`config.mk`:
```
export PLATFORM = sky130hd
export DESIGN_NAME = alu_opb_fwd_stage
export DESIGN_NICKNAME = d
export VERILOG_FILES = /design/src/rtl/alu_opb_fwd_stage.sv
export SDC_FILE = /design/constraint.sdc
export NUM_CORES = 1
export LEC_CHECK = 0
export CORE_MARGIN = 2
export CORE_UTILIZATION = 50
export DETAILED_ROUTE_END_ITERATION = 10
export DONT_BUFFER_PORTS = 1
export PLACE_DENSITY = 0.77
export SLEW_MARGIN = 10
export SYNTH_ARGS = -nofsm -noshare
export SYNTH_HDL_FRONTEND = slang
export SYNTH_SLANG_ARGS = --single-unit
```
`constraint.sdc`:
```
create_clock -name clk -period 2.2 [get_ports clk]
set_input_delay 0.22 -clock clk [delete_from_list [all_inputs] [get_ports clk]]
set_output_delay 0.22 -clock clk [all_outputs]
set_load 0.02 [all_outputs]
```
`src/rtl/alu_opb_fwd_stage.sv`:
```
// alu_opb_fwd_stage
//   Registered ALU operand-B stage at the ID/EX boundary of the pipelined core.
//   Operand B comes from one of four sources: the rs2 register-file read data,
//   the sign-extended immediate, the EX/MEM forwarded result or the MEM/WB
//   forwarded result. The chosen value is captured into a valid/ready
//   pipeline register that supports stall and flush.
//
// Ports
//   clk, rst        : clock and synchronous active-high reset
//   Ars2, Bimext    : rs2 read data and sign-extended immediate
//   MUXopb          : 1 = immediate, 0 = register path (forwarding allowed)
//   rs2_addr        : rs2 index of the instruction in ID
//   exmem_*         : EX/MEM result, destination and write enable
//   memwb_*         : MEM/WB result, destination and write enable
//   in_valid/in_ready   : upstream handshake
//   flush           : kill stage contents (branch/jump redirect)
//   out_valid/out_ready : downstream handshake
//   outMuxb, out_src    : registered operand and its source code
//   fwd_count       : saturating count of accepted forwarded operands

module alu_opb_fwd_stage #(
  parameter int WIDTH   = 32,
  parameter int RADDR_W = 5,
  parameter int CNT_W   = 16
) (
  input  logic               clk,
  input  logic               rst,
  input  logic [WIDTH-1:0]   Ars2,
  input  logic [WIDTH-1:0]   Bimext,
  input  logic               MUXopb,
  input  logic [RADDR_W-1:0] rs2_addr,
  input  logic [WIDTH-1:0]   exmem_result,
  input  logic [RADDR_W-1:0] exmem_rd,
  input  logic               exmem_regwrite,
  input  logic [WIDTH-1:0]   memwb_result,
  input  logic [RADDR_W-1:0] memwb_rd,
  input  logic               memwb_regwrite,
  input  logic               in_valid,
  output logic               in_ready,
  input  logic               flush,
  output logic               out_valid,
  input  logic               out_ready,
  output logic [WIDTH-1:0]   outMuxb,
  output logic [1:0]         out_src,
  output logic [CNT_W-1:0]   fwd_count
);

  typedef enum logic [1:0] {
    SRC_RS2   = 2'b00,
    SRC_IMM   = 2'b01,
    SRC_EXMEM = 2'b10,
    SRC_MEMWB = 2'b11
  } src_e;

  logic             exmem_hit;
  logic             memwb_hit;
  logic [WIDTH-1:0] sel_data;
  src_e             sel_src;
  src_e             src_q;
  logic             take;

  // x0 is hardwired to zero, so a write to it never forwards.
  assign exmem_hit = exmem_regwrite && (exmem_rd != '0) && (exmem_rd == rs2_addr);
  assign memwb_hit = memwb_regwrite && (memwb_rd != '0) && (memwb_rd == rs2_addr);

  // Youngest producer (EX/MEM) wins over MEM/WB.
  always_comb begin
    sel_data = Ars2;
    sel_src  = SRC_RS2;
    if (MUXopb) begin
      sel_data = Bimext;
      sel_src  = SRC_IMM;
    end else if (exmem_hit) begin
      sel_data = exmem_result;
      sel_src  = SRC_EXMEM;
    end else if (memwb_hit) begin
      sel_data = memwb_result;
      sel_src  = SRC_MEMWB;
    end
  end

  assign in_ready = !out_valid || out_ready;
  assign take     = in_valid && in_ready && !flush;
  assign out_src  = src_q;

  always_ff @(posedge clk) begin
    if (rst) begin
      out_valid <= 1'b0;
      outMuxb   <= '0;
      src_q     <= SRC_RS2;
      fwd_count <= '0;
    end else if (flush) begin
      out_valid <= 1'b0;
    end else if (in_ready) begin
      out_valid <= in_valid;
      if (in_valid) begin
        outMuxb <= sel_data;
        src_q   <= sel_src;
      end
      // sel_src[1] marks either forwarding source.
      if (take && sel_src[1] && (fwd_count != '1))
        fwd_count <= fwd_count + {{(CNT_W-1){1'b0}}, 1'b1};
    end
  end

endmodule

```
Word level (Yosys, flattened, before mapping)
Index checks and enable logic that the tools add are counted.
Storage, ports and cells
  bits in registers: 51
  latch bits: 0
  RAM bits: 0
  bits in read-only memories: 0
  input bits: 151
  output and inout bits: 52
  word-level logic and storage cells: 31
  memories: 0
Operators by class
  $add $sub $neg: 1
  multipliers: 0
  divide/modulo/power cells: 0
  magnitude comparators: 0
  equality and inequality tests: 3
  shifts and indexed selects: 0
  mux-type cells: 6
  bitwise logic cells: 1
  reduce and logical (&&, ||, !) cells: 16
Operators by type and width (number)
  $mux W32: 3
  $add A16 B1 Y16 const B: 1
  $ne A16 B16 Y1 const B: 1
  $eq A5 B5 Y1: 2
  $reduce_bool A5 Y1: 2
  $logic_and A1 B1 Y1: 8
  $mux W2: 3
  $reduce_and A3 Y1: 2
  $logic_not A1 Y1: 2
  $reduce_or A2 Y1: 1
  $logic_or A1 B1 Y1: 1
  $not A1 Y1: 1

Depth between registers and ports, before layout
Gate-level depths: netlist of the first run.
  depth after elaboration: 9
  gate-level depth with buffers: 8
  gate-level depth less buffers: 6

Worst setup path before layout of the first run
No wires, ideal clock.
  kind: reg2reg
  start: register fwd_count[0]
  end: register fwd_count[14]
  setup time: 121 ps
  data arrival time: 1808 ps
  required time: 2079 ps
  path slack: 270 ps
  cell stages (with the launch flop): 8
  buffers on the path: 1
  clock period less this slack: 1930 ps
  cell sequence: dfxtp_1 > ha_1 > nand3_1 > or4_1 > buf_6 > nand4_2 > a211oi_2 > mux2_4
Between the ends
  longest elaborated chain between the ends: 3
  elaborated cells between the ends (all ways): 4
  those cells by class: add/sub: 1; eq/ne: 1; reduce/logical: 2
RTL lines
  from (decl): RTL line 45  | output logic [CNT_W-1:0] fwd_count
  from (signal assigned): RTL line 102  | fwd_count <= fwd_count + {{(CNT_W-1){1'b0}}, 1'b1};
  branches (longest 3 deep; another with $add A16 B1 Y16)
Parallel ways; which one is timed is not known.
A chain may end at the register's enable or synchronous reset.

Worst setup path after layout of the first run
  start: register fwd_count[0]
  end: register fwd_count[15]
The elaborated chain is that of the path after synthesis.

==> results.md, run 1 <==
Worst setup path:
- The endpoint of the worst register-to-register path is fwd_count[15].
- Of all nets on the critical path, the largest fanout is 10.
- STA classifies the critical path endpoint as a register.
- The startpoint kind of the worst setup timing path is a register.
- The critical path is of the reg2reg type.
- Data on the critical path arrives at its endpoint at 2.27 ns.
- In this run the critical register-to-register path is launched from fwd_count[0].
- For flop-to-flop paths, the worst setup slack is 0.13 ns.
- The logic depth of the worst register-to-register path is 6.
- The required arrival time at the worst endpoint is 2.40 ns.

Power and ir drop:
- The worst-case IR drop observed on VDD is 257 uV.
- In this run, the clock network consumes 37.6% of the power.
- The fraction of power spent switching nets is 25.5%.
- Per report_power, the combinational group accounts for 12.2% of the total.
- Registers are responsible for 50.3% of the overall power.
- In this run the power density over the cells is 554 nW/um^2.
- The total leakage power is 1.42 nW.
- Summed over all nets, the switching power comes to 531 uW.
- Cell internal power was estimated by the tool at 1.55 mW.

Logic synthesis:
- The post-synth net total is 534.
- The proportion of synthesized flip-flops having asynchronous set or reset is 0%.
- The number of library cell types mapped by synthesis is 47.
- The share of the Yosys chip area taken by registers is 29.8%.
- The total of warnings raised by yosys is 0.
- The post-synthesis instance total is 382.
- For this run, the leading register cell type out of synthesis is dfxtp_1.
- The mean cell area of the mapped netlist is 8.97 um^2.
- Synthesis inferred 51 register bits.
- The number of enable flip-flop cells after synthesis is 0.
- Summing every instance area after synthesis gives 3430 um^2.

STA:
- Setup violations remaining at the end of the flow were counted as 0.
- For the final routed database, the setup TNS stands at 0 ns.
- The minimum hold slack is 0.0737 ns.
- The worst path needs 2.07 ns of the cycle, external delays included.
- The worst-margin pin slew is 0.547 ns.
- The highest achievable clock rate is 484 MHz.
- The number of hold violations in the final report is 0.
- The final worst-path cycle share is 93.9%.
- Setup repair after global routing left no endpoint under its margin.
- The worst-case clock skew is 0.00577 ns.
- The final number of max-transition violations is 0.
- The worst pin sits at a relative slew slack of 63.2%.

Min path:
- The tightest min-delay check is of the in2reg type.
- In this run the most critical hold path is launched from rst.
- For hold timing, the worst endpoint is outMuxb[4].
- Along the worst hold path, the cell count comes to 2.

Global routing:
- The first global-routing pass estimated 14.2 mm of wire.
- The maximum number of pins on one net before global-route repair is 60.
- Global routing consumed, over all layers together, 23.2% of the routing resources.
- The remaining global-route overflow is 0.
- The initial antenna violation count is 0.
- The via count of the first global-routing pass is 2956.

Floorplan:
- The placeable core region is 6720 um^2.
- The number of primary I/O pins is 203.
- In this run the vertical extent of the chip is 86.8 um.
- The die is 86.8 um wide.
- For this configuration, the core starts out at a cell density of 51.0%.
- The die covers 7530 um^2.
- The number of placement rows is 30.

Route:
- The first detailed-routing pass ran for 4 iterations.
- After the first detailed-routing iteration, the DRC count stood at 140.
- After detailed routing, the average wire length per cell comes to 19.9 um.
- The routed via count divided by cell count is 6.48.
- Detailed routing inserted a total of 3009 vias.
- Once detail routing completed, the nets flagged for antenna violations numbered 0.
- The final wirelength is 9.25 mm.
- After detailed routing, the number of remaining DRC violations is 0.

Clocking:
- The clock insertion delay at the later pin of the skew report is 0.31 ns.
- TritonCTS built the clock tree.
- The TritonCTS buffer count is 5.
- In this run the deepest clock path goes through 2 buffers.
- In this run the clock root is driven by a clkbuf_8.
- The quantity of gates resized following cts is 0.
- The number of H-tree branching levels is 2.
- The clock-pin slew on the worst setup and hold paths is 0.10 ns.
- The tree built by TritonCTS fans out to 51 sinks.

Layout:
- Relative to the synthesized area, the layout overhead comes to 9.75%.
- The fraction of final layout cells sized beyond drive strength 1 is 28.6%.
- The number of nets at the end of the flow is 535.
- After filler insertion, the fill cell instance count of the layout stands at 596.
- The number of antenna cells inserted is 0.
- The final core utilization is 56.0%.
- After routing the design area is 3760 um^2.

Placement:
- Once placement finished, the instance area stood at 3600 um^2.
- Routability-driven placement finished with a final weighted congestion of 0.866.
- Input and output buffers added on the ports amount to 0.
- The half-perimeter wire length of the detailed placement result is 6.59 mm.

Job:
- The number of max-cap violations is 0.

Outcome:
- The flow ran to the end, and the final reports show no timing, DRC or antenna violations.
[metal layers]
metal | GRT usage, % | vias up | part of all wire [%]
met2 | 40.0 | 149 | 50
met5 | 0 | - | 0
met4 | 7.10 | 0 | 1.8
li1 | - | 1420 | -
met3 | 5.43 | 19 | 6.6
met1 | 28.5 | 1421 | 41
[cell usage after synthesis, types with 3 or more instances]
cell | n | area, um^2
dfxtp_1 | 51 | 1020
nor2_1 | 49 | 184
inv_1 | 31 | 116
a311oi_1 | 28 | 245
mux2_2 | 28 | 315
o221a_2 | 24 | 270
nor2b_1 | 19 | 119
clkbuf_1 | 18 | 67.6
mux2_4 | 13 | 195
buf_2 | 12 | 60.1
nand2_1 | 10 | 37.5
a21oi_1 | 8 | 40.0
nand3_1 | 8 | 40.0
nand4_1 | 8 | 50.1
o21ai_0 | 8 | 40.0
xor2_1 | 6 | 52.6
a31oi_1 | 5 | 31.3
mux2i_1 | 5 | 50.1
a211oi_2 | 4 | 50.1
o211ai_1 | 4 | 30.0
o221a_1 | 4 | 45.0
a211oi_1 | 3 | 22.5
and2_1 | 3 | 18.8
nand4_2 | 3 | 37.5
nor4_1 | 3 | 18.8
[cell usage in the layout (no fill, tap or decap), types with 2 or more instances in the layout]
master,synthesis,layout
or2_1,2,2
mux2_4,13,13
nand2b_1,2,2
dlygate4sd3_1,0,3
a211oi_2,4,4
nand3_1,8,8
o211ai_1,4,4
o221a_1,4,4
nand2_1,10,10
nand4_1,8,8
inv_1,31,31
buf_4,0,19
nor2_1,49,48
and2_1,3,3
a211oi_1,3,3
xnor2_1,2,2
o21ai_0,8,8
xor2_1,6,6
bufinv_16,0,2
nor3_4,2,2
a31oi_1,5,5
mux2i_1,5,5
buf_12,0,3
nor4_1,3,3
a311oi_1,28,28
mux2_2,28,28
o221a_2,24,24
clkbuf_8,0,5
nand4_2,3,3
dfxtp_1,51,51
nor3_1,2,2
nor2b_1,19,19
a21oi_1,8,8
[state kept, by name, indices dropped and copies added, names as in the netlist]
signal / flops
fwd_count: 16
out_valid: 1
outMuxb: 32
out_src: 2
[cells by family after synthesis]
logic type,Yosys count,synth area share (%)
xor gates and xnor gates,8,2.05
DFF,51,29.8
and+or+nand+nor,118,18.8
buffers and inverters,62,7.45
AOI/OAI and AO/OA,95,24.8
muxes,47,16.7
adders and majority gates,1,0.365
[worst max-delay path, cell delays in order, from the launching register on]
cell and delay, ns:
dfxtp_1 0.36, ha_1 0.21, nand3_1 0.10, or4_1 0.68, nand4_1 0.21, a21oi_1 0.08, mux2_4 0.31
[power groups by stage]
stage / clock (mW) / combinational [mW] / sequential (mW)
after floorplan: 0 / 0.229 / 1.06
after global placement: 0 / 0.239 / 1.07
after detailed placement: 0 / 0.249 / 1.07
after CTS: 0.799 / 0.254 / 1.05
after global routing: 0.828 / 0.283 / 1.05
final: 0.782 / 0.253 / 1.05
[cell type report]
type,count,area [um^2],area share [%]
multi-input combinational,269,2160,57.4
sequential,51,1020,27.2
clock inverter,2,60.1,1.60
clock buffer,6,72.6,1.93
timing repair buffer,25,233,6.19
tap,80,100,2.66
inverter,31,116,3.09
[worst max path at each step]
| stage | end | slack (ns) | cells past startpoint | startpoint |
|---|---|---|---|---|
| 2_1_floorplan | fwd_count[14] | 0.27 | 7 | fwd_count[0] |
| 3_3_place_gp | fwd_count[11] | 0.23 | 6 | fwd_count[0] |
| 3_5_place_dp | fwd_count[15] | 0.17 | 6 | fwd_count[0] |
| 4_1_cts | fwd_count[15] | 0.15 | 6 | fwd_count[0] |
| 5_1_grt | fwd_count[15] | 0.06 | 6 | fwd_count[0] |
| 6_report | fwd_count[15] | 0.13 | 6 | fwd_count[0] |
[repair_timing]
| item | CTS | global route |
|---|---|---|
| endpoints found under the hold margin | 3 | 0 |
| hold buffers | 3 | 0 |
| setup buffers | 0 | 0 |
[stage by stage]
stage / worst slack [ns] / instances / power (mW)
CTS: 0.150 / 464 / 2.10
finish: 0.133 / 464 / 2.08
detailed placement: 0.173 / 453 / 1.32
global route: 0.0640 / 464 / 2.16
floorplan: 0.270 / 382 / 1.29
global placement: 0.230 / 453 / 1.31
No activity file was read; power rests on OpenSTA's default activity.
==> inputs of run 2 (changes only) <==
--- a/config.mk
+++ b/config.mk
@@ -10,6 +10,8 @@
 export DETAILED_ROUTE_END_ITERATION = 10
 export DONT_BUFFER_PORTS = 1
 export PLACE_DENSITY = 0.77
+export RECOVER_POWER = 100
+export REMOVE_ABC_BUFFERS = 1
 export SLEW_MARGIN = 10
 export SYNTH_ARGS = -nofsm -noshare
 export SYNTH_HDL_FRONTEND = slang
==> constraint.sdc (replaced) <==
create_clock -name clk -period 2.2 [get_ports clk]
set_input_delay 0.22 -clock clk [delete_from_list [all_inputs] [get_ports clk]]
set_output_delay 0.22 -clock clk [all_outputs]
set_load 0.01 [all_outputs]
==> run 2 against run 1 <==
  * Register-to-register slack better by 0.05 ns
  * First-iteration DRC count up 37%
  * Non-clock buffer count down 2
  * Via count up 1.8%
  * Worst setup slack better by 0.048 ns
  * Flip-flop and latch count unchanged
  * Critical path type unchanged
==> results.md, run 2 (synthesis gave the netlist of run 1 again) <==
Min path:
- In this run the worst hold path is classified as in2reg.

Clocking:
- The clock-pin slew on the worst setup and hold paths is 0.09 ns (about the same).
- The clock insertion delay at the later pin of the skew report is 0.30 ns (about the same).
- TritonCTS built the clock tree.
- The TritonCTS buffer count is 5 (unchanged).
- The root cell of the clock tree is clkbuf_8.
- The number of H-tree branching levels was 2 (unchanged).
- The number of buffers on the longest clock path was 2 (unchanged).
- The number of hold buffers added after cts is 3 (unchanged).
- The number of clock sinks seen by CTS is 51 (unchanged).
- The number of post-CTS setup repair buffers came to 0 (unchanged).
- The quantity of gates resized following cts is 0 (unchanged).

Floorplan:
- The chip width was 86.8 um (unchanged).
- The die area is 7530 um^2 (unchanged).
- The placeable core region is 6720 um^2 (unchanged).
- The number of placement rows is 30 (unchanged).
- The number of primary I/O pins came to 203 (unchanged).
- The die boundary height is 86.8 um (unchanged).
- The initial standard-cell utilization of the core is 51.0% (unchanged).

Global routing:
- The maximum number of pins on one net before global-route repair was 60 (unchanged).
- The initial antenna violation count is 0 (unchanged).
- The global router's overall resource usage is 25.4% (+2.2 points).
- The remaining global-route overflow is 0 (unchanged).
- The via count of the first global-routing pass is 2979 (+0.78%).
- The global-route wire length before repair is 15.2 mm (+6.8%).

Route:
- The iteration-0 DRC count of the detailed router is 192 (+37%).
- The final wirelength came to 9.89 mm (+6.9%).
- The remaining design rule violation count is 0 (unchanged).
- The total number of vias was 3062 (+1.8%).
- The routed via count divided by cell count is 6.64 (+2.4%).
- The count of nets left with antenna violations after detail routing is 0 (unchanged).
- The first-pass iteration count of the detailed router is 4 (unchanged).
- The per-cell routed wire length is 21.5 um (+7.6%).

Outcome:
- The run finished with clean final reports.

Layout:
- The fraction of final layout cells sized beyond drive strength 1 came to 24.4% (-4.2 points).
- The area growth from synthesis to layout is 5.84%.
- The final design area excluding fillers is 3630 um^2 (-3.6%).
- The number of flip-flops in the largest register is 32 (unchanged).
- The number of nets at the end of the flow is 533 (-0.37%).
- More flip-flops sit in one register than any other, and that register is outMuxb.
- The layout filler cell count came to 617 (+3.5%).
- The number of antenna cells inserted is 0 (unchanged).
- The library cell used most frequently in the layout, excluding fill and tap cells, is dfxtp_1.
- The library cells used most frequently in the layout, excluding fill and tap cells, are dfxtp_1 (51), nor2_1 (49), inv_1 (31), mux2_2 (29), a311oi_1 (28).

Placement:
- The half-perimeter wire length of the detailed placement result was 7.33 mm (+11%).
- The final weighted congestion in routability-driven placement came to 0.802 (-7.4%).
- The cell area reported after detailed placement is 3560 um^2 (-1.1%).
- The total of buffers placed on input and output ports is 0 (unchanged).

Worst setup path:
- The critical path goes through clkbuf_1, nand3_1, nor2_1, nand4_1, a211oi_2, mux2_1.
- The critical path's slowest cell is dfxtp_1.
- The startpoint kind of the worst setup timing path is a register.
- The data arrival at the endpoint of the critical path was 2.21 ns (-0.06 ns).
- The required arrival time at the worst endpoint is 2.39 ns (about the same).
- The kind of capture point of the worst setup path is a register.
- The maximum fanout along the worst path came to 5 (-5).
- The critical path is of the reg2reg type.
- The highest cell delay on the worst timing path was 0.35 ns (-0.33 ns).

STA:
- The minimum hold slack is 0.0979 ns (+0.0243 ns).
- Setup repair after global routing left no endpoint under its margin.
- The final critical path time including I/O delays and setup is 2.02 ns (-0.0478 ns).
- The final worst-path cycle share came to 91.8% (-2.2 points).
- The worst-margin pin slew is 0.542 ns (-0.00512 ns).
- The worst-case clock skew is 0.00308 ns (-0.00269 ns).
- The number of hold violations in the final report came to 0 (unchanged).
- The final number of max-transition violations was 0 (unchanged).
- The worst relative slew slack was 63.5% (+0.34 points).
- The number of endpoints failing setup at the final stage is 0 (unchanged).
- The highest achievable clock rate is 495 MHz (+2.4%).

Power and ir drop:
- The worst IR drop on VDD is 248 uV (-3.6%).
- The power per cell area is 529 nW/um^2 (-4.6%).
- The total leakage power is 1.33 nW (-6.2%).

Job:
- The number of max-cap violations is 0 (unchanged).
==> run 2: changes by cell type in the layout (fill, tap and decap cells not counted), moves of 2 or more <==
cell,before,now
mux2_1,1,3
clkbuf_1,1,11
mux2_4,13,10
buf_12,3,1
buf_4,19,7
==> run 2: where the power goes <==
part	leakage, nW	internal, mW	switching, mW
Clock	0.0502	0.333	0.312
Combinational	0.866	0.128	0.124
Sequential	0.417	0.966	0.0539
==> run 2: routing by layer <==
layer	vias up	GRT usage [%]	share of wire (%)
li1	1418	-	-
met1	1472	30.6	39
met2	154	44.1	51
met3	18	6.76	8.5
met4	0	7.67	2.2
met5	-	0	0
==> run 2: layout make-up <==
class,instances,area [um^2],share of cell area (%)
inverter,31,116,3.21
clock inverter,2,37.5,1.04
multi-input combinational,269,2130,58.8
clock buffer,5,68.8,1.90
timing repair buffer,23,149,4.11
sequential,51,1020,28.2
tap,80,100,2.76
==> run 2: worst max-delay path: cells and delay by family, from the launching register on <==
family	cells	cell delay, ns
compound gates	1	0.22
buf+inv	1	0.25
flops	1	0.35
mux	1	0.34
simple gates	3	0.74
==> run 2: worst paths after layout <==
path                   start      endpoint  slack, ns  depth (start not counted)
max             fwd_count[0]  fwd_count[9]       0.18                          6
min          exmem_result[2]    outMuxb[2]        0.1                          1
max reg2reg     fwd_count[0]  fwd_count[9]       0.18                          6
min reg2reg      outMuxb[14]   outMuxb[14]       0.59                          2
==> run 2: metrics by stage <==
step                std cells  total power [mW]  setup slack [ns]  util (%)  setup TNS (ns)
floorplan                 351              1.23             -1.01         -          -43.36
global placement          451              1.28             0.331      52.9               0
detailed placement        451              1.29             0.257      52.9               0
CTS                       461              1.93             0.250      55.0               0
global route              461              2.00            0.0869      54.0               0
finish                    461              1.92             0.181      54.0               0
